$ cat config.mk
export PLATFORM = sky130hd
export DESIGN_NAME = fetch_ifid_stage_flat
export DESIGN_NICKNAME = d
export VERILOG_FILES = /design/src/rtl/fetch_ifid_if.sv /design/src/rtl/fetch_ifid_stage.sv /design/src/flat_wrapper.sv
export SDC_FILE = /design/constraint.sdc
export NUM_CORES = 1
export LEC_CHECK = 0
export CAP_MARGIN = 30
export CORE_ASPECT_RATIO = 1.25
export CORE_MARGIN = 2
export CORE_UTILIZATION = 51
export CTS_CLUSTER_DIAMETER = 60
export DETAILED_ROUTE_END_ITERATION = 6
export HOLD_SLACK_MARGIN = 0.15
export PLACE_DENSITY_LB_ADDON = 0.1
export RECOVER_POWER = 50
export SETUP_SLACK_MARGIN = 0.15
export SYNTH_ARGS = -nofsm -noshare
export SYNTH_HDL_FRONTEND = slang
export SYNTH_SLANG_ARGS = --single-unit
export TNS_END_PERCENT = 30
$ cat constraint.sdc
create_clock -name clk -period 2.2 [get_ports clk]
set_clock_uncertainty 0.2 [all_clocks]
set_input_delay 0.33 -clock clk [delete_from_list [all_inputs] [get_ports clk]]
set_output_delay 0.33 -clock clk [all_outputs]
set_load 0.02 [all_outputs]
$ cat src/rtl/fetch_ifid_if.sv
// Signal bundle between the fetch/IF-ID stage and its surroundings:
// the instruction-memory handshake, the decode-side control, and the IF/ID register outputs.
interface fetch_ifid_if;
  logic        stall;
  logic        flush;
  logic [15:0] redirect_pc;
  logic        imem_req;
  logic [15:0] imem_addr;
  logic [15:0] imem_rdata;
  logic        imem_valid;
  logic [15:0] if_id_instr;
  logic [15:0] if_id_pc_plus2;
  logic        if_id_valid;
  logic        halted;

  modport master (
    input  stall, flush, redirect_pc, imem_rdata, imem_valid,
    output imem_req, imem_addr, if_id_instr, if_id_pc_plus2, if_id_valid, halted
  );

  modport slave (
    output stall, flush, redirect_pc, imem_rdata, imem_valid,
    input  imem_req, imem_addr, if_id_instr, if_id_pc_plus2, if_id_valid, halted
  );
endinterface

$ cat src/rtl/fetch_ifid_stage.sv
// Instruction fetch plus IF/ID register for the 16-bit CPU.
// Owns the PC, runs the imem handshake, absorbs decode stalls in a one-entry buffer, and applies redirects.
module fetch_ifid_stage #(
  parameter logic [15:0] RESET_PC    = 16'h0000,
  parameter logic [3:0]  HALT_OPCODE = 4'hF
) (
  input logic          clk,
  input logic          rst_n,
  fetch_ifid_if.master bus
);

  typedef enum logic [1:0] {
    S_FETCH,
    S_HOLD,
    S_REDIRECT,
    S_HALTED
  } state_t;

  state_t      state, next_state;
  logic [15:0] pc;
  logic [15:0] pc_plus2;
  logic [15:0] buf_instr, buf_pc_plus2;
  logic        buf_valid;
  logic [15:0] ifid_instr, ifid_pc_plus2;
  logic        ifid_valid;

  logic take_mem, take_buf, bubble, capture, clear_buf, pc_step, pc_load;
  logic mem_is_halt, buf_is_halt;

  assign pc_plus2    = pc + 16'd2;
  assign mem_is_halt = (bus.imem_rdata[15:12] == HALT_OPCODE);
  assign buf_is_halt = buf_valid && (buf_instr[15:12] == HALT_OPCODE);

  // Gated by rst_n so the request drops the instant reset is asserted mid-transfer.
  assign bus.imem_req       = rst_n && (state == S_FETCH);
  assign bus.imem_addr      = pc;
  assign bus.halted         = (state == S_HALTED);
  assign bus.if_id_instr    = ifid_instr;
  assign bus.if_id_pc_plus2 = ifid_pc_plus2;
  assign bus.if_id_valid    = ifid_valid;

  always_ff @(posedge clk or negedge rst_n) begin
    if (!rst_n) state <= S_FETCH;
    // NOTE: sequential state uses non-blocking assignments so every register samples pre-edge values.
    else        state <= next_state;
  end

  always_comb begin
    // NOTE: every output of this block gets a default first, so no path can infer a latch.
    next_state = state;
    take_mem   = 1'b0;
    take_buf   = 1'b0;
    bubble     = 1'b0;
    capture    = 1'b0;
    clear_buf  = 1'b0;
    pc_step    = 1'b0;
    pc_load    = 1'b0;
    if (bus.flush) begin
      // Redirect wins over stall and discards any same-cycle response.
      next_state = S_REDIRECT;
      pc_load    = 1'b1;
      bubble     = 1'b1;
      clear_buf  = 1'b1;
    end else begin
      unique case (state)
        S_FETCH: begin
          if (bus.imem_valid) begin
            if (!bus.stall) begin
              take_mem = 1'b1;
              if (mem_is_halt) next_state = S_HALTED;
              else             pc_step    = 1'b1;
            end else begin
              capture    = 1'b1;
              next_state = S_HOLD;
            end
          end else if (!bus.stall) begin
            bubble = 1'b1;
          end
        end
        S_HOLD: begin
          if (!bus.stall) begin
            take_buf  = 1'b1;
            clear_buf = 1'b1;
            if (buf_is_halt) begin
              next_state = S_HALTED;
            end else begin
              pc_step    = 1'b1;
              next_state = S_FETCH;
            end
          end
        end
        S_REDIRECT: begin
          next_state = S_FETCH;
          if (!bus.stall) bubble = 1'b1;
        end
        S_HALTED: begin
          if (!bus.stall) bubble = 1'b1;
        end
        default: next_state = S_FETCH;
      endcase
    end
  end

  // NOTE: the hold buffer is a handful of flops, not a memory array, so it is reset along with everything else.
  always_ff @(posedge clk or negedge rst_n) begin
    if (!rst_n) begin
      pc            <= RESET_PC;
      ifid_instr    <= 16'h0000;
      ifid_pc_plus2 <= 16'h0000;
      ifid_valid    <= 1'b0;
      buf_instr     <= 16'h0000;
      buf_pc_plus2  <= 16'h0000;
      buf_valid     <= 1'b0;
    end else begin
      if (pc_load)      pc <= {bus.redirect_pc[15:1], 1'b0};
      else if (pc_step) pc <= pc_plus2;

      if (take_mem) begin
        ifid_instr    <= bus.imem_rdata;
        ifid_pc_plus2 <= pc_plus2;
        ifid_valid    <= 1'b1;
      end else if (take_buf) begin
        ifid_instr    <= buf_instr;
        ifid_pc_plus2 <= buf_pc_plus2;
        ifid_valid    <= 1'b1;
      end else if (bubble) begin
        ifid_valid <= 1'b0;
      end

      if (capture) begin
        buf_instr    <= bus.imem_rdata;
        buf_pc_plus2 <= pc_plus2;
        buf_valid    <= 1'b1;
      end else if (clear_buf) begin
        buf_valid <= 1'b0;
      end
    end
  end

endmodule

$ cat src/flat_wrapper.sv
// flat-port wrapper written by rule: the top's interface ports become plain ports
module fetch_ifid_stage_flat 
#(
  parameter logic [15:0] RESET_PC    = 16'h0000,
  parameter logic [3:0]  HALT_OPCODE = 4'hF
)
  (clk, rst_n, bus_stall, bus_flush, bus_redirect_pc, bus_imem_rdata, bus_imem_valid, bus_imem_req, bus_imem_addr, bus_if_id_instr, bus_if_id_pc_plus2, bus_if_id_valid, bus_halted);
  fetch_ifid_if bus_i ();
  input logic clk;
  input logic rst_n;
  input wire logic [$bits(bus_i.stall)-1:0] bus_stall;
  input wire logic [$bits(bus_i.flush)-1:0] bus_flush;
  input wire logic [$bits(bus_i.redirect_pc)-1:0] bus_redirect_pc;
  input wire logic [$bits(bus_i.imem_rdata)-1:0] bus_imem_rdata;
  input wire logic [$bits(bus_i.imem_valid)-1:0] bus_imem_valid;
  output wire logic [$bits(bus_i.imem_req)-1:0] bus_imem_req;
  output wire logic [$bits(bus_i.imem_addr)-1:0] bus_imem_addr;
  output wire logic [$bits(bus_i.if_id_instr)-1:0] bus_if_id_instr;
  output wire logic [$bits(bus_i.if_id_pc_plus2)-1:0] bus_if_id_pc_plus2;
  output wire logic [$bits(bus_i.if_id_valid)-1:0] bus_if_id_valid;
  output wire logic [$bits(bus_i.halted)-1:0] bus_halted;
  assign bus_i.stall = bus_stall;
  assign bus_i.flush = bus_flush;
  assign bus_i.redirect_pc = bus_redirect_pc;
  assign bus_i.imem_rdata = bus_imem_rdata;
  assign bus_i.imem_valid = bus_imem_valid;
  assign bus_imem_req = bus_i.imem_req;
  assign bus_imem_addr = bus_i.imem_addr;
  assign bus_if_id_instr = bus_i.if_id_instr;
  assign bus_if_id_pc_plus2 = bus_i.if_id_pc_plus2;
  assign bus_if_id_valid = bus_i.if_id_valid;
  assign bus_halted = bus_i.halted;
  fetch_ifid_stage #(.RESET_PC(RESET_PC), .HALT_OPCODE(HALT_OPCODE)) u_core (.clk(clk), .rst_n(rst_n), .bus(bus_i));
endmodule
==> flow_summary.yaml <==
critical_path:
  rr_endpoint: "u_core.buf_instr[9]"
  slowest_stage: "clkdlybuf4s50_1"
  r2r_cells: 5
  critPathBufInv: 1
  reg2reg_setup_slack_ns: 0.22
  crit_arrival_ns: 1.50
  path_delay_family: "buffers and inverters"
  timing.rr.start: "u_core.state[0]"
  cp_max_fo: 7
  crit_path_start_kind: "flop"
  crit_chain: "clkdlybuf4s50_1"
  path_class: "reg -> out"
  end_kind: "output port"
  worst_ep_required_time_ns: 1.67
  slowest_delay_ns: 0.67
grt:
  track_usage_pct: 21.4
  grt-ovfl-total: 0
  grt_pass1_wl_um: 14700
  grt_pass1_vias: 2999
  grt_max_degree: 82
  antenna_found_initial: 0
cts:
  cts_tree: "built"
  clkLatencyLatePin_ns: 0.34
  path_clk_slew_ns: 0.07
  clockRootBuffer: "clkbuf_8"
  numCtsBuffers: 9
  htreeDepth: 3
  cts_buffer_depth: 2
  cts.sinks: 81
die:
  die_h_um: 103
  io-pin-count: 88
  rows: 36
  die_area_um2: 8640
  coreArea_um2: 7750
  start_util_pct: 52.0
  dieWidth_um: 83.5
pwr:
  vdd_drop_max_mv: 0.542
  p_leak_nw: 2.28
  power_density_nw_per_um2: 1120
  finalPower_mw: 6.08
route:
  vias: 3144
  route.detailed.drc: 0
  wl_per_cell_um: 15.8
  vias_per_cell: 5.46
  dr.pass1.iters: 4
  totalWireLength_um: 9090
  first_iter_violations: 211
  ant_nets: 0
sta:
  tightest_slew_ns: 1.10
  fmax_ghz: 0.492
  fin_setup_tns_ns: 0
  timing.final.max_slew_violations: 0
  finalHoldViolCount: 0
  period_needed_ns: 2.03
  setup_viol: 0
  rsz0062_at_grt: "yes"
  finalCritPeriodShare_pct: 92.3
  slew_headroom_pct: 26.7
finish:
  n_antenna_cell: 0
  drive_above_1_share_pct: 19.5
  area_growth_syn_to_layout_pct: 34.1
  nNetsFinal: 520
  nFillCells: 608
placement:
  gp_congestion: 0.800
  port_buffers: 84
  place.detailed.hpwl_um: 6140
job:
  maxCapViolations: 0
hold_path:
  worstHoldPathType: "reg -> reg"
  min_from: "u_core.buf_pc_plus2[8]"
  whs_path_depth: 2
  hold_end: "u_core.buf_pc_plus2[8]"
yosys:
  synth_area_per_cell_um2: 10.8
  synth.largest_area_cell: "dfrtp_1"
  yosysSeqAreaShare_pct: 50.3
  syn_inst: 372
  ys_types: 49
  synth.top_cell.area_share_pct: 50.3
  synth_area_leaders: "dfrtp_1, mux2_2, nand2_1, mux2i_1, o21ai_1"
  synth_edf_count: 0
  ys.warnings.count: 0
  syn_area_um2: 4030
  synth_ff_type: "dfrtp_1"
  ys_ff_latch: 81
  ys_async_sr_fraction_pct: 100
status:
  outcome: "finished clean"
## how the worst max path moves through the flow
stage                                          endpoint  cells after the start  slack [ns]                    start
final                                  bus_imem_addr[8]                      1        0.17  u_core.bus.imem_addr[8]
after global routing            u_core.bus.imem_addr[3]                      3        0.09                    rst_n
after CTS                                  bus_imem_req                      4        0.11          u_core.state[0]
after detailed placement   u_core.bus.if_id_pc_plus2[9]                      7       -0.05                bus_stall
after global placement         u_core.bus.imem_addr[13]                      6       -0.01       bus_imem_rdata[13]
after floorplan           u_core.bus.if_id_pc_plus2[15]                      5        0.34  u_core.bus.imem_addr[1]
## registers in the layout, summed over array words and instances (netlist names)
| name | count |
|---|---|
| u_core.bus.imem_addr | 15 |
| u_core.buf_valid | 1 |
| u_core.bus.if_id_pc_plus2 | 15 |
| u_core.buf_instr | 16 |
| u_core.buf_pc_plus2 | 15 |
| u_core.state | 2 |
| u_core.bus.if_id_instr | 16 |
| u_core.bus.if_id_valid | 1 |
## logic make-up (layout without fill, tap and decap cells)
kind of cell / after synthesis / in the layout / synth area share, %
AO/OA/AOI/OAI: 89 / 89 / 14.6
adder cells (fa/ha/maj): 5 / 5 / 1.55
flip-flops: 81 / 81 / 50.3
other: 1 / 2 / 0.0930
XOR/XNOR: 10 / 10 / 2.17
multiplexers: 39 / 39 / 10.3
buffers and inverters: 32 / 140 / 4.66
AND/OR/NAND/NOR: 115 / 115 / 16.3
## metrics by stage
stage	hold WS, ns	setup slack (ns)	instances	area (um^2)	util [%]
after floorplan	-0.166	0.339	373	4040	-
after global placement	0.228	-0.0150	555	5090	65.7
after detailed placement	0.226	-0.0475	555	5090	65.7
after CTS	0.287	0.109	572	5350	69.0
after global routing	0.316	0.0893	576	5410	69.8
final	0.285	0.169	576	5410	69.8
## power by group
| part | total (mW) | leakage, nW | internal, mW | switching [mW] |
|---|---|---|---|---|
| logic | 2.47 | 1.17 | 1.25 | 1.21 |
| clock network | 1.12 | 0.102 | 0.624 | 0.492 |
| registers | 2.49 | 1.01 | 2.09 | 0.405 |
## synth_stat cells, types with 3 or more instances
cell type,n
a211oi_1,12
nand2_1,54
o211ai_2,7
o21ai_1,22
and2b_1,4
o22ai_1,4
clkbuf_1,5
a21oi_1,16
o21ai_0,13
buf_2,6
mux2_2,19
buf_4,6
nor2_1,8
ha_1,5
nand3_1,15
nor2b_1,9
mux2i_1,20
nor3_1,6
dfrtp_1,81
o211ai_1,3
inv_1,10
xnor2_1,9
## what timing repair did
item	CTS	global route
endpoints found under the setup margin	14	41
hold buffers	1	0
cloned	1	0
setup buffers	1	4
endpoints found under the hold margin	81	0
pin swaps	0	1
resized for setup	6	12
## area by class of cell
cell class,count,area [um^2],share of cell area [%]
multi-input combinational,260,1860,34.5
clock buffer,10,128,2.36
timing repair buffer,116,1160,21.5
tap,95,119,2.20
sequential,81,2030,37.5
clock inverter,4,70.1,1.30
inverter,10,37.5,0.694
## layout by cell type (no fill, tap or decap), types with 3 or more instances in the layout
master,instances
inv_1,9
a211oi_2,3
nand3_1,15
buf_4,23
clkbuf_8,9
o211ai_2,7
dfrtp_1,79
xnor2_1,9
ha_1,3
a211oi_1,9
buf_12,4
o21ai_1,22
o211ai_1,3
nor3_1,6
a21oi_1,16
and2b_1,4
nor2b_1,9
nand2_1,53
clkdlybuf4s50_1,81
mux2i_1,20
o22ai_1,4
nor2_1,8
mux2_2,19
o21ai_0,13
## metal layers
layer,track usage (%),vias up,share of wire (%)
met5,0,-,0
met3,2.94,13,3.4
met4,8.19,0,1.5
met1,29.2,1527,46
li1,-,1529,-
met2,35.5,75,49
Note: power is estimated with default switching activity, not from simulation.
